===== src/rtl/seq_subtractor.sv =====
`timescale 1ns/1ps
// seq_subtractor
// ----------------------------------------------------------------------------
// Multi-cycle subtractor computing a - b - bin over WIDTH bits, DIGIT bits per
// clock, least-significant digit first. The borrow ripples between cycles
// through a single flop.
//
// Handshake: start is a request that is taken on any rising edge where the
// unit is IDLE or DONE (the "ready" condition). There is no backpressure on
// the result side. done is a one-cycle pulse that marks diff/bout/ovf/zero as
// valid. The unit ignores start while busy, so a caller that wants a result
// must raise start only when busy is low.
//
// Parameters
//   WIDTH    operand width in bits (>= 2)
//   DIGIT    bits per cycle, must divide WIDTH
//   SATURATE 0: wrap-around diff, 1: diff clamps to 0 on final borrow
//
// Ports
//   clk, rst_n   rising-edge clock, asynchronous active-low reset
//   start        operation request
//   a, b, bin    minuend, subtrahend, borrow-in (captured on accepted start)
//   busy         digit cycles in progress
//   done         one-cycle result-valid pulse
//   diff         result (held until the next completion)
//   bout         borrow out of the MSB (unsigned underflow)
//   ovf          signed two's-complement overflow
//   zero         diff == 0
//   state_dbg    current FSM state (0 IDLE, 1 RUN, 2 DONE) for checkers
// ----------------------------------------------------------------------------
module seq_subtractor #(
  parameter int WIDTH    = 16,
  parameter int DIGIT    = 4,
  parameter int SATURATE = 0
) (
  input  logic             clk,
  input  logic             rst_n,
  input  logic             start,
  input  logic [WIDTH-1:0] a,
  input  logic [WIDTH-1:0] b,
  input  logic             bin,
  output logic             busy,
  output logic             done,
  output logic [WIDTH-1:0] diff,
  output logic             bout,
  output logic             ovf,
  output logic             zero,
  output logic [1:0]       state_dbg
);

  localparam int N  = WIDTH / DIGIT;
  localparam int CW = (N > 1) ? $clog2(N) : 1;

  typedef enum logic [1:0] {
    IDLE = 2'd0,
    RUN  = 2'd1,
    DONE = 2'd2
  } state_t;

  state_t           state_q;
  state_t           state_d;

  logic [WIDTH-1:0] a_q;
  logic [WIDTH-1:0] b_q;
  logic [WIDTH-1:0] acc_q;
  logic             borrow_q;
  logic [CW-1:0]    cnt_q;

  // Digit datapath signals
  logic [DIGIT-1:0] slice_a;
  logic [DIGIT-1:0] slice_b;
  logic [DIGIT-1:0] slice_res;
  logic [DIGIT:0]   slice_full;
  logic             borrow_next;
  logic             ovf_next;
  logic             last;
  logic             accept;
  logic [WIDTH-1:0] acc_next;
  logic [WIDTH-1:0] diff_next;

  // Operands are shifted right each cycle, so the active digit always sits
  // in the low DIGIT bits.
  assign slice_a     = a_q[DIGIT-1:0];
  assign slice_b     = b_q[DIGIT-1:0];
  assign slice_full  = {1'b0, slice_a} - {1'b0, slice_b} - {{DIGIT{1'b0}}, borrow_q};
  assign slice_res   = slice_full[DIGIT-1:0];
  assign borrow_next = slice_full[DIGIT];

  // Result digits enter at the top and move down, so after N cycles the
  // first digit has reached bit 0.
  assign acc_next = (acc_q >> DIGIT) | (WIDTH'(slice_res) << (WIDTH - DIGIT));

  // For a subtractor bit, res = a ^ b ^ borrow_in, so the borrow into the
  // MSB is recovered from the MSB operand and result bits.
  assign ovf_next = slice_a[DIGIT-1] ^ slice_b[DIGIT-1] ^ slice_res[DIGIT-1] ^ borrow_next;

  assign diff_next = ((SATURATE != 0) && borrow_next) ? '0 : acc_next;

  assign last   = (cnt_q == CW'(N - 1));
  assign accept = start && ((state_q == IDLE) || (state_q == DONE));

  // State register
  always_ff @(posedge clk or negedge rst_n) begin
    if (!rst_n) begin
      state_q <= IDLE;
    end else begin
      state_q <= state_d;
    end
  end

  // Next-state logic
  always_comb begin
    state_d = state_q;
    case (state_q)
      IDLE:    if (start) state_d = RUN;
      RUN:     if (last)  state_d = DONE;
      DONE:    state_d = start ? RUN : IDLE;
      default: state_d = IDLE;
    endcase
  end

  // Datapath and result registers
  always_ff @(posedge clk or negedge rst_n) begin
    if (!rst_n) begin
      a_q      <= '0;
      b_q      <= '0;
      acc_q    <= '0;
      borrow_q <= 1'b0;
      cnt_q    <= '0;
      diff     <= '0;
      bout     <= 1'b0;
      ovf      <= 1'b0;
      zero     <= 1'b1;
    end else if (accept) begin
      a_q      <= a;
      b_q      <= b;
      acc_q    <= '0;
      borrow_q <= bin;
      cnt_q    <= '0;
    end else if (state_q == RUN) begin
      a_q      <= a_q >> DIGIT;
      b_q      <= b_q >> DIGIT;
      acc_q    <= acc_next;
      borrow_q <= borrow_next;
      cnt_q    <= cnt_q + CW'(1);
      if (last) begin
        diff <= diff_next;
        bout <= borrow_next;
        ovf  <= ovf_next;
        zero <= (diff_next == '0);
      end
    end
  end

  // Pure decodes of the state register: no path from inputs.
  assign busy      = (state_q == RUN);
  assign done      = (state_q == DONE);
  assign state_dbg = state_q;

endmodule


===== config.mk =====
export PLATFORM = sky130hd
export DESIGN_NAME = seq_subtractor
export DESIGN_NICKNAME = d
export VERILOG_FILES = /design/src/rtl/seq_subtractor.sv
export SDC_FILE = /design/constraint.sdc
export NUM_CORES = 1
export LEC_CHECK = 0
export CAP_MARGIN = 20
export CORE_UTILIZATION = 53
export CTS_BUF_LIST = sky130_fd_sc_hd__clkbuf_8
export CTS_CLUSTER_DIAMETER = 50
export CTS_CLUSTER_SIZE = 12
export DETAILED_ROUTE_END_ITERATION = 8
export PLACE_DENSITY_LB_ADDON = 0.12
export SYNTH_ARGS = -nofsm -noshare
export SYNTH_HDL_FRONTEND = slang
export SYNTH_SLANG_ARGS = --single-unit

===== constraint.sdc =====
create_clock -name clk -period 2.7 [get_ports clk]
set_input_delay 0.54 -clock clk [delete_from_list [all_inputs] [get_ports clk]]
set_output_delay 0.54 -clock clk [all_outputs]
set_load 0.01 [all_outputs]

### Word level (Yosys, flattened, before mapping)

Cells that the tools add are included.

* flip-flop bits (word level): 72
* input bits: 36
* output and inout bits: 23
* word-level logic and storage cells: 44

* add/sub/neg operators: 3
* equality and inequality tests: 5
* mux-type cells: 14
* bitwise operators: 5
* reduce and logical (&&, ||, !) cells: 7

Operators with widths (number)
* 2-to-1 mux 16 bit: 6
* zero test 16 bit: 1
* OR 12 x 16 -> 16 bit: 1
* 2-to-1 mux 2 bit: 4
* case mux 2 bit (3 select lines): 1
* subtractor 4 x 4 -> 5 bit: 1
* subtractor 5 x 1 -> 5 bit: 1
* == test 2 bit, second input constant: 2
* 2-to-1 mux 1 bit: 3
* AND reduction 3 bit: 1
* XOR 1 bit: 3
* adder 2 x 1 -> 2 bit, second input constant: 1
* == test 2 x 1 -> 1 bit, second input constant: 1
* zero test 2 bit: 1
* inequality test 2 x 1 -> 1 bit, second input constant: 1
* inequality test 2 bit, second input constant: 1
* AND reduction 2 bit: 1
* nonzero test 2 bit: 1
* logical AND 1 bit: 1
* logical OR 1 bit: 1
* inverter 1 bit: 1

### Depth between registers and ports, before layout

Gate-level depths: netlist (run 1).

* depth after elaboration: 5
* depth in mapped cells: 9
* mapped depth without buffers: 9

### Worst setup path before layout (run 1)

No wires, ideal clock.

* kind: reg-to-reg
* start point: register a_q[0]
* end point: register ovf
* library setup time: 0.076 ns
* arrival time: 2.075 ns
* slack: 0.549 ns
* cell stages (with the launch flop): 8
* cells stage by stage: dfrtp_1 -> fa_1 -> fa_1 -> nand2b_1 -> a21oi_1 -> xnor2_1 -> xnor3_1 -> o21ai_1

* word-level cells in the longest chain between the ends: 4

Ends and longest elaborated chain
* from (decl): RTL line 63 `logic [WIDTH-1:0] a_q;`
* from (signal assigned): RTL line 141 `a_q <= a_q >> DIGIT;`
* subtractor 4 x 4 -> 5 bit (*): RTL line 85 `assign slice_full = {1'b0, slice_a} - {1'b0, slice_b} - {{DIGIT{1'b0}}, borrow_q};`
* subtractor 5 x 1 -> 5 bit (*): RTL line 85
* XOR 1 bit: RTL line 95 `assign ovf_next = slice_a[DIGIT-1] ^ slice_b[DIGIT-1] ^ slice_res[DIGIT-1] ^ borrow_next;`
* XOR 1 bit (*): RTL line 95
* to (signal assigned): RTL line 149 `ovf <= ovf_next;`
* to (decl): RTL line 46 `output logic ovf,`

Mark *: on every way between the ends. The rest lies on a longest branch, timed or not.
A chain may end at the register's enable or synchronous reset.

### Worst setup path after layout (run 1)

* start point: register state_q[1] (netlist: state_dbg[1])
* end point: output port busy

* word-level cells in the longest chain between the ends: 1

Ends and longest elaborated chain
* from (decl): RTL line 60 `state_t state_q;`
* from (signal assigned): RTL line 107 `state_q <= state_d;`
* == test 2 x 1 -> 1 bit: RTL line 156 `assign busy = (state_q == RUN);`
* to (decl): RTL line 42 `output logic busy,`

Every way passes these cells.

==> flow_metrics.py, run 1 <==
metrics = {
    "status": {
        "status": "completed",
    },
    "timing": {
        "period_share_pct": 87.10,
        "hold_violations": 0,
        "whs_ps": 235.0,
        "worst_pin_slew_ps": 658.6,
        "fin_worst_skew_ps": 6.627,
        "setup_viol": 0,
        "slew_headroom_pct": 56.09,
        "fmax_mhz": 425.2,
        "period_needed_ps": 2352,
        "finalMaxSlewViolations": 0,
        "rsz0062_at_grt": "no",
        "setup_tns_ps": 0,
    },
    "clocking": {
        "cts_hold_buf": 0,
        "tritoncts": "done",
        "cts_buffer_depth": 2,
        "numCtsBuffers": 9,
        "clock_sinks": 68,
        "clk_pin_slew_ps": 60,
        "htreeDepth": 3,
        "clock_latency_ps": 330,
        "cts_setup_buffers": 0,
        "ctsResizeCount": 0,
        "root_buffer": "clkbuf_8",
    },
    "synth": {
        "netlist_area_mm2": 0.002895,
        "synth_cells": 237,
        "ys_seq_elements": 68,
        "yosys_warnings": 0,
        "synth.distinct_cells": 34,
        "synth_area_leader_cell": "dfrtp_1",
        "ys_top_cells_by_area": "dfrtp_1, mux2_2, nand2_1",
        "avgSynthCellArea_um2": 12.22,
        "syn_nets": 282,
        "synth.top_cell.area_share_pct": 57.91,
        "synth_seq_area_share_pct": 58.82,
    },
    "critical_path": {
        "cp-end-kind": "output pin",
        "crit_fanout": 44,
        "cp.required_ps": 2160,
        "cp.arrival_ps": 1810,
        "critPathKind": "reg2out",
        "worstSetupStartpointType": "flop",
        "r2r_slack_ps": 360,
        "r2r-end": "ovf",
        "r2r_cells": 7,
        "rr_startpoint": "a_q[0]",
    },
    "global_route": {
        "grt_pass1_wl_um": 9625,
        "grt_overflow": 0,
        "antenna_found_initial": 0,
        "grt_max_degree": 45,
        "grt_usage_pct": 21.75,
        "grt_pass1_vias": 1979,
    },
    "finish": {
        "areaGrowthSynthToFinish_pct": 27.57,
        "fin_util_pct": 71.41,
        "final_layout_size_suffix_gt1_share_pct": 14.09,
        "finalNetCount": 342,
        "antennaDiodeCount": 0,
    },
    "route": {
        "viasPerCell": 5.435,
        "initialDrtViolationCount": 89,
        "vias": 2000,
        "wl_per_cell_um": 15.13,
        "dr.pass1.iters": 5,
        "routed_wirelength_um": 5566,
        "drc": 0,
        "detail-route-antenna-nets": 0,
    },
    "min_path": {
        "hold_path_class": "in2async",
    },
    "power": {
        "power-per-cell-area_mw_per_mm2": 1291,
        "p_leak_nw": 1.720,
        "ir_drop_v": 0.0005792,
    },
    "placement": {
        "place.gp.congestion": 0.7030,
        "port_buffers": 58,
        "dp_hpwl_um": 3750,
    },
    "floorplanning": {
        "core_area_mm2": 0.005172,
        "initial_utilization_pct": 55.97,
        "die_h_um": 75.91,
        "die_area_mm2": 0.005762,
        "die_w_um": 75.91,
        "ios": 59,
        "placementRows": 26,
    },
    "flow_run": {
        "maxCapViolations": 0,
    },
}
-- cell usage in the layout (no fill, tap or decap), types with 2 or more instances in the layout --
cell type	n
dfrtp_1	67
a221o_1	4
mux2_2	16
xor2_1	2
a22o_1	19
o21ai_0	3
buf_4	3
clkdlybuf4s50_1	57
inv_1	11
fa_1	2
a22oi_1	21
clkbuf_8	10
o21ai_1	3
nand2_1	45
nor3_1	5
a22o_2	2
ha_1	7
-- layout make-up --
type	count	area, µm²
clock buffers	10	137.6
clock inverters	2	7.507
fillers	363	1479
inverters	10	42.54
multi-input cells	145	1082
flip-flops and latches	68	1703
well taps	70	87.58
repair buffers	63	633.1
-- worst max path at each step --
stage | slack [ps] | endpoint | startpoint
2_1_floorplan | 550 | ovf | a_q[0]
5_1_grt | 230 | ovf | a_q[0]
6_report | 350 | busy | state_dbg[1]
3_3_place_gp | 180 | borrow_q | start
4_1_cts | 340 | ovf | a_q[0]
3_5_place_dp | 180 | borrow_q | start
-- stage by stage --
step	cell area [µm²]	setup slack, ps	cells	power (mW)
CTS	3679	342.3	367	4.787
detailed placement	3533	182.0	355	4.121
global placement	3533	176.0	355	4.038
floorplan	2895	549.1	237	3.372
finish	3694	348.3	368	4.770
global route	3694	225.7	368	5.146
-- cell usage after synthesis (all sizes together) --
master	number
dfrtp	67
nand2	45
a22o	21
a22oi	21
mux2	16
inv	10
buf	9
ha	7
o21ai	6
clkbuf	5
nor3	5
a221o	4
xor2	3
fa	2
nand2b	2
nor2	2
nor2b	2
nor4	2
a21oi	1
dfstp	1
nand3b	1
nand4	1
o21bai	1
or4	1
xnor2	1
xnor3	1
-- flip-flops by register name, indices dropped and copies added (netlist names) --
| signal | count |
|---|---|
| acc_q | 12 |
| diff | 16 |
| borrow_q | 1 |
| ovf | 1 |
| b_q | 16 |
| zero | 1 |
| cnt_q | 2 |
| state_dbg | 2 |
| a_q | 16 |
| bout | 1 |
-- power breakdown --
part	internal (mW)	switching, mW
Clock	0.331	0.332
Combinational	1.21	1.13
Sequential	1.49	0.286
-- per-layer routing --
metal / vias up / GRT usage (%) / wire length (µm)
met2: 60 / 33.27 / 2755
met4: 0 / 10.96 / 113
met5: - / 0 / 0
met1: 972 / 29.02 / 2439
met3: 9 / 5.422 / 257
li1: 959 / - / -
-- cells by family after synthesis --
logic type                 after synthesis  share of synthesized area (%)
AOI/OAI and AO/OA                       54                          14.74
and+or+nand+nor                         61                          9.680
DFF                                     68                          58.82
adders and majority gates                9                          4.408
muxes                                   16                          6.223
buffers and inverters                   24                          3.889
xor gates and xnor gates                 5                          2.247
-- worst max-delay path, stage by stage (launching register included) --
cell,delay (ps)
dfrtp_1,400
nand2b_4,180
inv_6,260
clkdlybuf4s50_1,600
Power figures use the tool's default switching activity.
==> run 2, diff against run 1 <==
TNS_END_PERCENT = 100   (was unset)
==> results of run 2 <==
No change in the layout: final DEF, timing and power equal those of run 1.
